<file path="src/rtl/coproc_sequencer_pkg.sv">
// Purpose: shared opcodes, FSM state encoding and reset constants for coproc_sequencer.
// Latency: n/a (definitions only).
// Backpressure: n/a.
package coproc_sequencer_pkg;

    // Header opcode, taken from hdr[7:6]
    localparam logic [1:0] OP_SETCTL = 2'b00;
    localparam logic [1:0] OP_DATA   = 2'b01;
    localparam logic [1:0] OP_READ   = 2'b10;
    localparam logic [1:0] OP_CLEAR  = 2'b11;

    // Coprocessor default mode after reset
    localparam logic [5:0] CTRL_RESET = 6'b001100;

    typedef enum logic [2:0] {
        ST_IDLE    = 3'd0,
        ST_LOAD    = 3'd1,
        ST_ISSUE   = 3'd2,
        ST_WAIT    = 3'd3,
        ST_CAPTURE = 3'd4,
        ST_SEND    = 3'd5,
        ST_CLEAR   = 3'd6
    } state_t;

    // Byte counter width: ceil(log2(max bytes))+1. The same counter also times
    // the WAIT phase, so it is widened if PIPE_LAT would not fit.
    function automatic int cnt_width(input int din_w, input int dout_w, input int lat);
        int nb;
        int wb;
        int wl;
        nb = ((din_w > dout_w) ? din_w : dout_w) / 8;
        wb = $clog2(nb) + 1;
        wl = $clog2(lat) + 1;
        return (wb > wl) ? wb : wl;
    endfunction

endpackage

</file>
<file path="src/rtl/coproc_sequencer_byte_serializer.sv">
// Purpose: emits a WIDTH-bit word as WIDTH/8 bytes, MSB first, over a valid/ready link.
// Latency: first byte valid the cycle after load; done strobes in the cycle the last byte is accepted.
// Backpressure: byte and index hold while tx_ready is low; load is only issued while idle.
// Ports: clk, rst (async, active-high); load/load_dat capture the word;
//        tx_data/tx_valid/tx_ready byte handshake; done = last byte accepted this cycle.
module coproc_sequencer_byte_serializer #(
    parameter int WIDTH = 128
) (
    input  logic             clk,
    input  logic             rst,
    input  logic             load,
    input  logic [WIDTH-1:0] load_dat,
    output logic [7:0]       tx_data,
    output logic             tx_valid,
    input  logic             tx_ready,
    output logic             done
);

    localparam int NB = WIDTH / 8;
    localparam int IW = $clog2(NB) + 1;
    localparam logic [IW-1:0] LAST_IDX = IW'(NB - 1);

    logic [WIDTH-1:0] buf_q, buf_d;
    logic [IW-1:0]    idx_q, idx_d;
    logic             vld_q, vld_d;
    logic             accept;

    always_comb begin
        buf_d  = buf_q;
        idx_d  = idx_q;
        vld_d  = vld_q;
        accept = vld_q && tx_ready;
        done   = accept && (idx_q == LAST_IDX);
        if (load) begin
            buf_d = load_dat;
            idx_d = '0;
            vld_d = 1'b1;
        end else if (accept) begin
            // Current byte always sits in the top 8 bits
            buf_d = buf_q << 8;
            if (idx_q == LAST_IDX) begin
                idx_d = '0;
                vld_d = 1'b0;
            end else begin
                idx_d = idx_q + 1'b1;
            end
        end
    end

    always_ff @(posedge clk or posedge rst) begin
        if (rst) begin
            buf_q <= '0;
            idx_q <= '0;
            vld_q <= 1'b0;
        end else begin
            buf_q <= buf_d;
            idx_q <= idx_d;
            vld_q <= vld_d;
        end
    end

    assign tx_data  = vld_q ? buf_q[WIDTH-1 -: 8] : 8'h00;
    assign tx_valid = vld_q;

endmodule

</file>
<file path="src/rtl/coproc_sequencer.sv">
// Purpose: parses the UART rx byte stream into control writes and data words, issues words to the
//          coprocessor, captures the result after PIPE_LAT cycles and serializes it back to the tx side.
// Latency: cp_din_valid 1 cycle after the last data byte; result latched PIPE_LAT cycles later; idle at +2+PIPE_LAT.
// Backpressure: rx has none (bytes arriving outside IDLE/LOAD are dropped, err_overrun set); tx is valid/ready.
// Ports: clk, rst (async, active-high); rx_data/rx_valid strobe in; tx_data/tx_valid/tx_ready out;
//        cp_din/cp_din_valid/cp_dout/cp_control/cp_rst to the coprocessor; busy, err_overrun status.
module coproc_sequencer
    import coproc_sequencer_pkg::*;
#(
    parameter int WIDTH_DIN  = 128,
    parameter int WIDTH_DOUT = 128,
    parameter int PIPE_LAT   = 4,
    parameter int CTRL_W     = 6
) (
    input  logic                  clk,
    input  logic                  rst,
    input  logic [7:0]            rx_data,
    input  logic                  rx_valid,
    output logic [7:0]            tx_data,
    output logic                  tx_valid,
    input  logic                  tx_ready,
    output logic [WIDTH_DIN-1:0]  cp_din,
    output logic                  cp_din_valid,
    input  logic [WIDTH_DOUT-1:0] cp_dout,
    output logic [CTRL_W-1:0]     cp_control,
    output logic                  cp_rst,
    output logic                  busy,
    output logic                  err_overrun
);

    localparam int CNT_W = cnt_width(WIDTH_DIN, WIDTH_DOUT, PIPE_LAT);
    localparam logic [CNT_W-1:0] LAST_IN   = CNT_W'(WIDTH_DIN / 8 - 1);
    // WAIT lasts PIPE_LAT-1 cycles; unused when PIPE_LAT == 1 (ISSUE goes straight to CAPTURE)
    localparam logic [CNT_W-1:0] LAST_WAIT = CNT_W'((PIPE_LAT > 1) ? PIPE_LAT - 2 : 0);
    // CLEAR holds for two cycles so cp_rst is a 2-cycle pulse
    localparam logic [CNT_W-1:0] LAST_CLR  = CNT_W'(1);

    state_t                state_q, state_d;
    logic [CNT_W-1:0]      cnt_q, cnt_d;
    logic [WIDTH_DIN-1:0]  din_q, din_d;
    logic [CTRL_W-1:0]     ctrl_q, ctrl_d;
    logic [WIDTH_DOUT-1:0] result_q, result_d;
    logic                  err_q, err_d;
    logic                  din_vld_q, din_vld_d;
    logic                  cp_rst_q, cp_rst_d;
    logic                  ser_load;
    logic                  ser_done;

    always_comb begin
        state_d  = state_q;
        cnt_d    = cnt_q;
        din_d    = din_q;
        ctrl_d   = ctrl_q;
        result_d = result_q;
        err_d    = err_q;
        ser_load = 1'b0;

        unique case (state_q)
            ST_IDLE: begin
                if (rx_valid) begin
                    case (rx_data[7:6])
                        OP_SETCTL: ctrl_d = rx_data[CTRL_W-1:0];
                        OP_DATA:   state_d = ST_LOAD;
                        OP_READ: begin
                            state_d  = ST_SEND;
                            ser_load = 1'b1;
                        end
                        OP_CLEAR: begin
                            state_d = ST_CLEAR;
                            err_d   = 1'b0;
                        end
                        default: ;
                    endcase
                end
            end
            ST_LOAD: begin
                if (rx_valid) begin
                    din_d = (din_q << 8) | WIDTH_DIN'(rx_data);
                    if (cnt_q == LAST_IN) begin
                        state_d = ST_ISSUE;
                    end else begin
                        cnt_d = cnt_q + 1'b1;
                    end
                end
            end
            ST_ISSUE: begin
                state_d = (PIPE_LAT == 1) ? ST_CAPTURE : ST_WAIT;
            end
            ST_WAIT: begin
                if (cnt_q == LAST_WAIT) begin
                    state_d = ST_CAPTURE;
                end else begin
                    cnt_d = cnt_q + 1'b1;
                end
            end
            ST_CAPTURE: begin
                result_d = cp_dout;
                state_d  = ST_IDLE;
            end
            ST_SEND: begin
                if (ser_done) begin
                    state_d = ST_IDLE;
                end
            end
            ST_CLEAR: begin
                if (cnt_q == LAST_CLR) begin
                    state_d = ST_IDLE;
                end else begin
                    cnt_d = cnt_q + 1'b1;
                end
            end
            default: state_d = ST_IDLE;
        endcase

        // Bytes are judged against the state they arrive in, never the next one
        if (rx_valid && (state_q != ST_IDLE) && (state_q != ST_LOAD)) begin
            err_d = 1'b1;
        end

        if (state_d != state_q) begin
            cnt_d = '0;
        end

        din_vld_d = (state_d == ST_ISSUE);
        cp_rst_d  = (state_d == ST_CLEAR);
    end

    always_ff @(posedge clk or posedge rst) begin
        if (rst) begin
            state_q   <= ST_IDLE;
            cnt_q     <= '0;
            din_q     <= '0;
            ctrl_q    <= CTRL_W'(CTRL_RESET);
            result_q  <= '0;
            err_q     <= 1'b0;
            din_vld_q <= 1'b0;
            cp_rst_q  <= 1'b0;
        end else begin
            state_q   <= state_d;
            cnt_q     <= cnt_d;
            din_q     <= din_d;
            ctrl_q    <= ctrl_d;
            result_q  <= result_d;
            err_q     <= err_d;
            din_vld_q <= din_vld_d;
            cp_rst_q  <= cp_rst_d;
        end
    end

    coproc_sequencer_byte_serializer #(
        .WIDTH (WIDTH_DOUT)
    ) u_ser (
        .clk      (clk),
        .rst      (rst),
        .load     (ser_load),
        .load_dat (result_q),
        .tx_data  (tx_data),
        .tx_valid (tx_valid),
        .tx_ready (tx_ready),
        .done     (ser_done)
    );

    assign cp_din       = din_q;
    assign cp_din_valid = din_vld_q;
    assign cp_control   = ctrl_q;
    assign cp_rst       = cp_rst_q;
    assign busy         = (state_q != ST_IDLE);
    assign err_overrun  = err_q;

endmodule
</file>
<file path="config.mk">
export PLATFORM = sky130hd
export DESIGN_NAME = coproc_sequencer
export DESIGN_NICKNAME = d
export VERILOG_FILES = /design/src/rtl/coproc_sequencer_pkg.sv /design/src/rtl/coproc_sequencer_byte_serializer.sv /design/src/rtl/coproc_sequencer.sv
export SDC_FILE = /design/constraint.sdc
export NUM_CORES = 1
export LEC_CHECK = 0
export CORE_ASPECT_RATIO = 0.5
export CORE_MARGIN = 2
export CORE_UTILIZATION = 55
export CTS_BUF_LIST = sky130_fd_sc_hd__clkbuf_4
export CTS_CLUSTER_DIAMETER = 80
export CTS_CLUSTER_SIZE = 10
export DETAILED_ROUTE_END_ITERATION = 10
export HOLD_SLACK_MARGIN = 0.03
export PLACE_DENSITY = 0.83
export SETUP_SLACK_MARGIN = 0.2
export SYNTH_ARGS = -nofsm -noshare
export SYNTH_HDL_FRONTEND = slang
export SYNTH_HIERARCHICAL = 1
export SYNTH_SLANG_ARGS = --single-unit
</file>
<file path="constraint.sdc">
create_clock -name clk -period 10.45 [get_ports clk]
set_input_delay 2.09 -clock clk [delete_from_list [all_inputs] [get_ports clk]]
set_output_delay 2.09 -clock clk [all_outputs]
set_load 0.01 [all_outputs]
</file>
==> flow_metrics.env <==
export IMPL_postCtsSetupBuffers=0
export IMPL_nets=1659
export IMPL_drt_pass1_iter_count=6
export IMPL_htreeDepth=2
export IMPL_clk_latency_ps=710
export IMPL_maxCapViolCount=0
export IMPL_dieWidth_um=250
export IMPL_fmax_ghz=0.232
export IMPL_path_class="in2reg"
export IMPL_clkPwrFrac_pct=13.5
export IMPL_p_int_mw=3.67
export IMPL_finalCritPeriodShare_pct=41.2
export IMPL_end_kind="flip-flop"
export IMPL_p_leak_nw=9.01
export IMPL_area_growth_pct=21.1
export IMPL_ir_worst_vdd_mv=0.180
export IMPL_ys_flop_type="dfrtp_1"
export IMPL_p_sw_share_pct=32.5
export IMPL_synthArstFlopShare_pct=100
export IMPL_path_clk_slew_ps=100
export IMPL_yosysMostFrequentCell="dfrtp_1"
export IMPL_syn_area_per_cell_um2=13.4
export IMPL_grt_remaining_overflow=0
export IMPL_critPathMaxFanout=126
export IMPL_die_y_um=127
export IMPL_final_hold_viol_count=0
export IMPL_ys_top_cells_by_area="dfrtp_1 61%, mux2_2 18%, mux2i_1 7.3%, o21ai_0 4.0%, nand2_1 3.5%"
export IMPL_pwr_density_cell_nw_per_um2=271
export IMPL_grt_first_pass_wirelength_um=59100
export IMPL_grt_antenna_before_repair=2
export IMPL_power_mw=5.44
export IMPL_drcViolationCount=0
export IMPL_cts_resized=0
export IMPL_max_slew_margin_pct=26.3
export IMPL_holdBufCountCts=0
export IMPL_cp_data_arrival_time_ps=4850
export IMPL_tritoncts_num_sinks=407
export IMPL_synth_common_cells="405 x dfrtp_1, 262 x mux2_2, 153 x nand2_1"
export IMPL_worstHoldPathType="reg2reg"
export IMPL_yosysWarnings=6
export IMPL_drive_above_1_share_pct=22.3
export IMPL_post_route_min_period_ps=4310
export IMPL_pwr_share_comb_pct=36.7
export IMPL_synth_top_cell_area_share_pct=61.1
export IMPL_clock_root_buffer="clkbuf_4"
export IMPL_switching_power_mw=1.77
export IMPL_grt_pass1_vias=11200
export IMPL_gp_congestion=0.817
export IMPL_drtAntennaViolNets=0
export IMPL_synth_top_area_cell="dfrtp_1"
export IMPL_startpoint_type="primary input"
export IMPL_syn_inst=1242
export IMPL_synth_edf_count=0
export IMPL_viasPerCell=5.42
export IMPL_seq_area_frac_synth_pct=61.4
export IMPL_rsz0062_at_grt="no"
export IMPL_worst_pin_slew_ps=1110
export IMPL_dpl_hpwl_um=24500
export IMPL_status="completed"
export IMPL_cts_buffers=46
export IMPL_row_count=44
export IMPL_cts_tree="built"
export IMPL_io_pins=287
export IMPL_vias=10400
export IMPL_ys_seq_elements=407
export IMPL_ys_types=41
export IMPL_clock_skew_final_ps=19.2
export IMPL_tns_ps=0
export IMPL_maxSlewViolCount=0
export IMPL_dieArea_um2=31700
export IMPL_track_usage_pct=23.3
export IMPL_post_drt_wl_per_cell_um=19.0
export IMPL_clock_path_buffers=3
export IMPL_fp_coreArea_um2=29300
export IMPL_syn_num_nets=1391
export IMPL_setup_viol=0
export IMPL_drt_wl_total_um=36200
export IMPL_grt_max_degree=154
export IMPL_netlist_area_um2=16600
export IMPL_drt_iter0_drc=539
export IMPL_initial_core_util_pct=56.6
export IMPL_portBuffers=286
export IMPL_crit_required_ps=10990
export IMPL_pwr_share_seq_pct=49.8
==> registers in the layout (all words and copies together) (netlist names), 3 cells and up <==
register / count
cnt_q: 5
cp_control: 6
u_ser/buf_q: 128
result_q: 128
u_ser/idx_q: 5
cp_din: 128
state_q: 3
==> through the flow <==
stage	instance area (um^2)	utilization [%]	instances	setup slack, ps	hold WS (ps)
final	20100	68.5	1912	6140	476
after floorplan	16600	-	1242	840	449
after detailed placement	19700	67.0	1853	5440	464
after CTS	20100	68.5	1910	6150	484
after global placement	19700	67.0	1853	5590	455
after global routing	20100	68.5	1912	5960	515
==> worst max-delay path, cell delays in order <==
cell	delay [ps]
clkdlybuf4s50_1	550
nor4b_1	670
and2_4	420
buf_4	810
o21ai_0	240
==> layout by cell type, fill, tap and decap left out, drive strengths merged, types with 2 or more instances in the layout <==
cell / synthesis / routed
dfrtp: 405 / 405
clkdlybuf4s50: 0 / 286
mux2: 262 / 262
nand2: 153 / 153
o21ai: 134 / 134
mux2i: 121 / 121
clkbuf: 38 / 55
inv: 13 / 14
and2: 11 / 11
buf: 38 / 10
ha: 9 / 9
nand3: 7 / 7
nor2: 5 / 5
nand2b: 4 / 4
or3: 3 / 3
nor4b: 3 / 3
a21oi: 3 / 3
nand3b: 3 / 3
diode: 0 / 2
or4b: 2 / 2
and3b: 2 / 2
a31oi: 2 / 2
a211oi: 2 / 2
a311oi: 2 / 2
nor2b: 2 / 2
a2111oi: 2 / 2
dfstp: 2 / 2
nor3: 2 / 2
==> cells by family (layout without fill, tap and decap cells) <==
logic type | Yosys count | in the layout | synth area share (%)
buffers and inverters | 89 | 366 | 2.61
AND/OR/NAND/NOR | 201 | 201 | 5.36
adder cells (fa/ha/maj) | 9 | 9 | 0.678
flip-flops | 407 | 407 | 61.4
multiplexers | 383 | 383 | 25.1
XOR/XNOR | 2 | 2 | 0.106
AO/OA/AOI/OAI | 151 | 151 | 4.81
other | 0 | 2 | 0
==> metal layers <==
layer  up-vias  share of wire [%]  track usage [%]
met5         -                  0                0
met4         0                2.7             7.41
met3        64                5.0             5.68
met2       208                 50             39.7
met1      5239                 42             29.7
li1       4859                  -                -
==> cell type report <==
| class | instances | area, um^2 |
|---|---|---|
| multi-input combinational | 746 | 6000 |
| sequential | 407 | 10200 |
| tap | 391 | 489 |
| inverter | 13 | 61.3 |
| fill | 2049 | 9240 |
| clock buffer | 55 | 413 |
| clock inverter | 2 | 8.76 |
| timing repair buffer | 296 | 2940 |
| antenna | 2 | 5.00 |
==> power by group through the flow <==
stage | clock (mW) | sequential (mW) | combinational, mW
3_5_place_dp | 0 | 2.74 | 2.01
4_1_cts | 0.763 | 2.71 | 2.02
3_3_place_gp | 0 | 2.71 | 1.93
5_1_grt | 0.840 | 2.80 | 2.16
2_1_floorplan | 0 | 2.69 | 1.15
6_report | 0.736 | 2.71 | 1.99
==> path summary, 6_finish.rpt <==
path / startpoint / endpoint / slack, ps / cells past startpoint
setup reg to reg: state_q[1] / cnt_q[4] / 7410 / 5
hold / removal: result_q[40] / u_ser/buf_q[40] / 480 / 2
setup / recovery: rx_valid / u_ser/buf_q[84] / 6140 / 5
hold reg to reg: result_q[40] / u_ser/buf_q[40] / 480 / 2
min in group asynchronous: rst / u_ser/buf_q[0] / 1980 / 2
max in group asynchronous: rst / result_q[10] / 6860 / 3
Note: power is estimated with default switching activity, not from simulation.
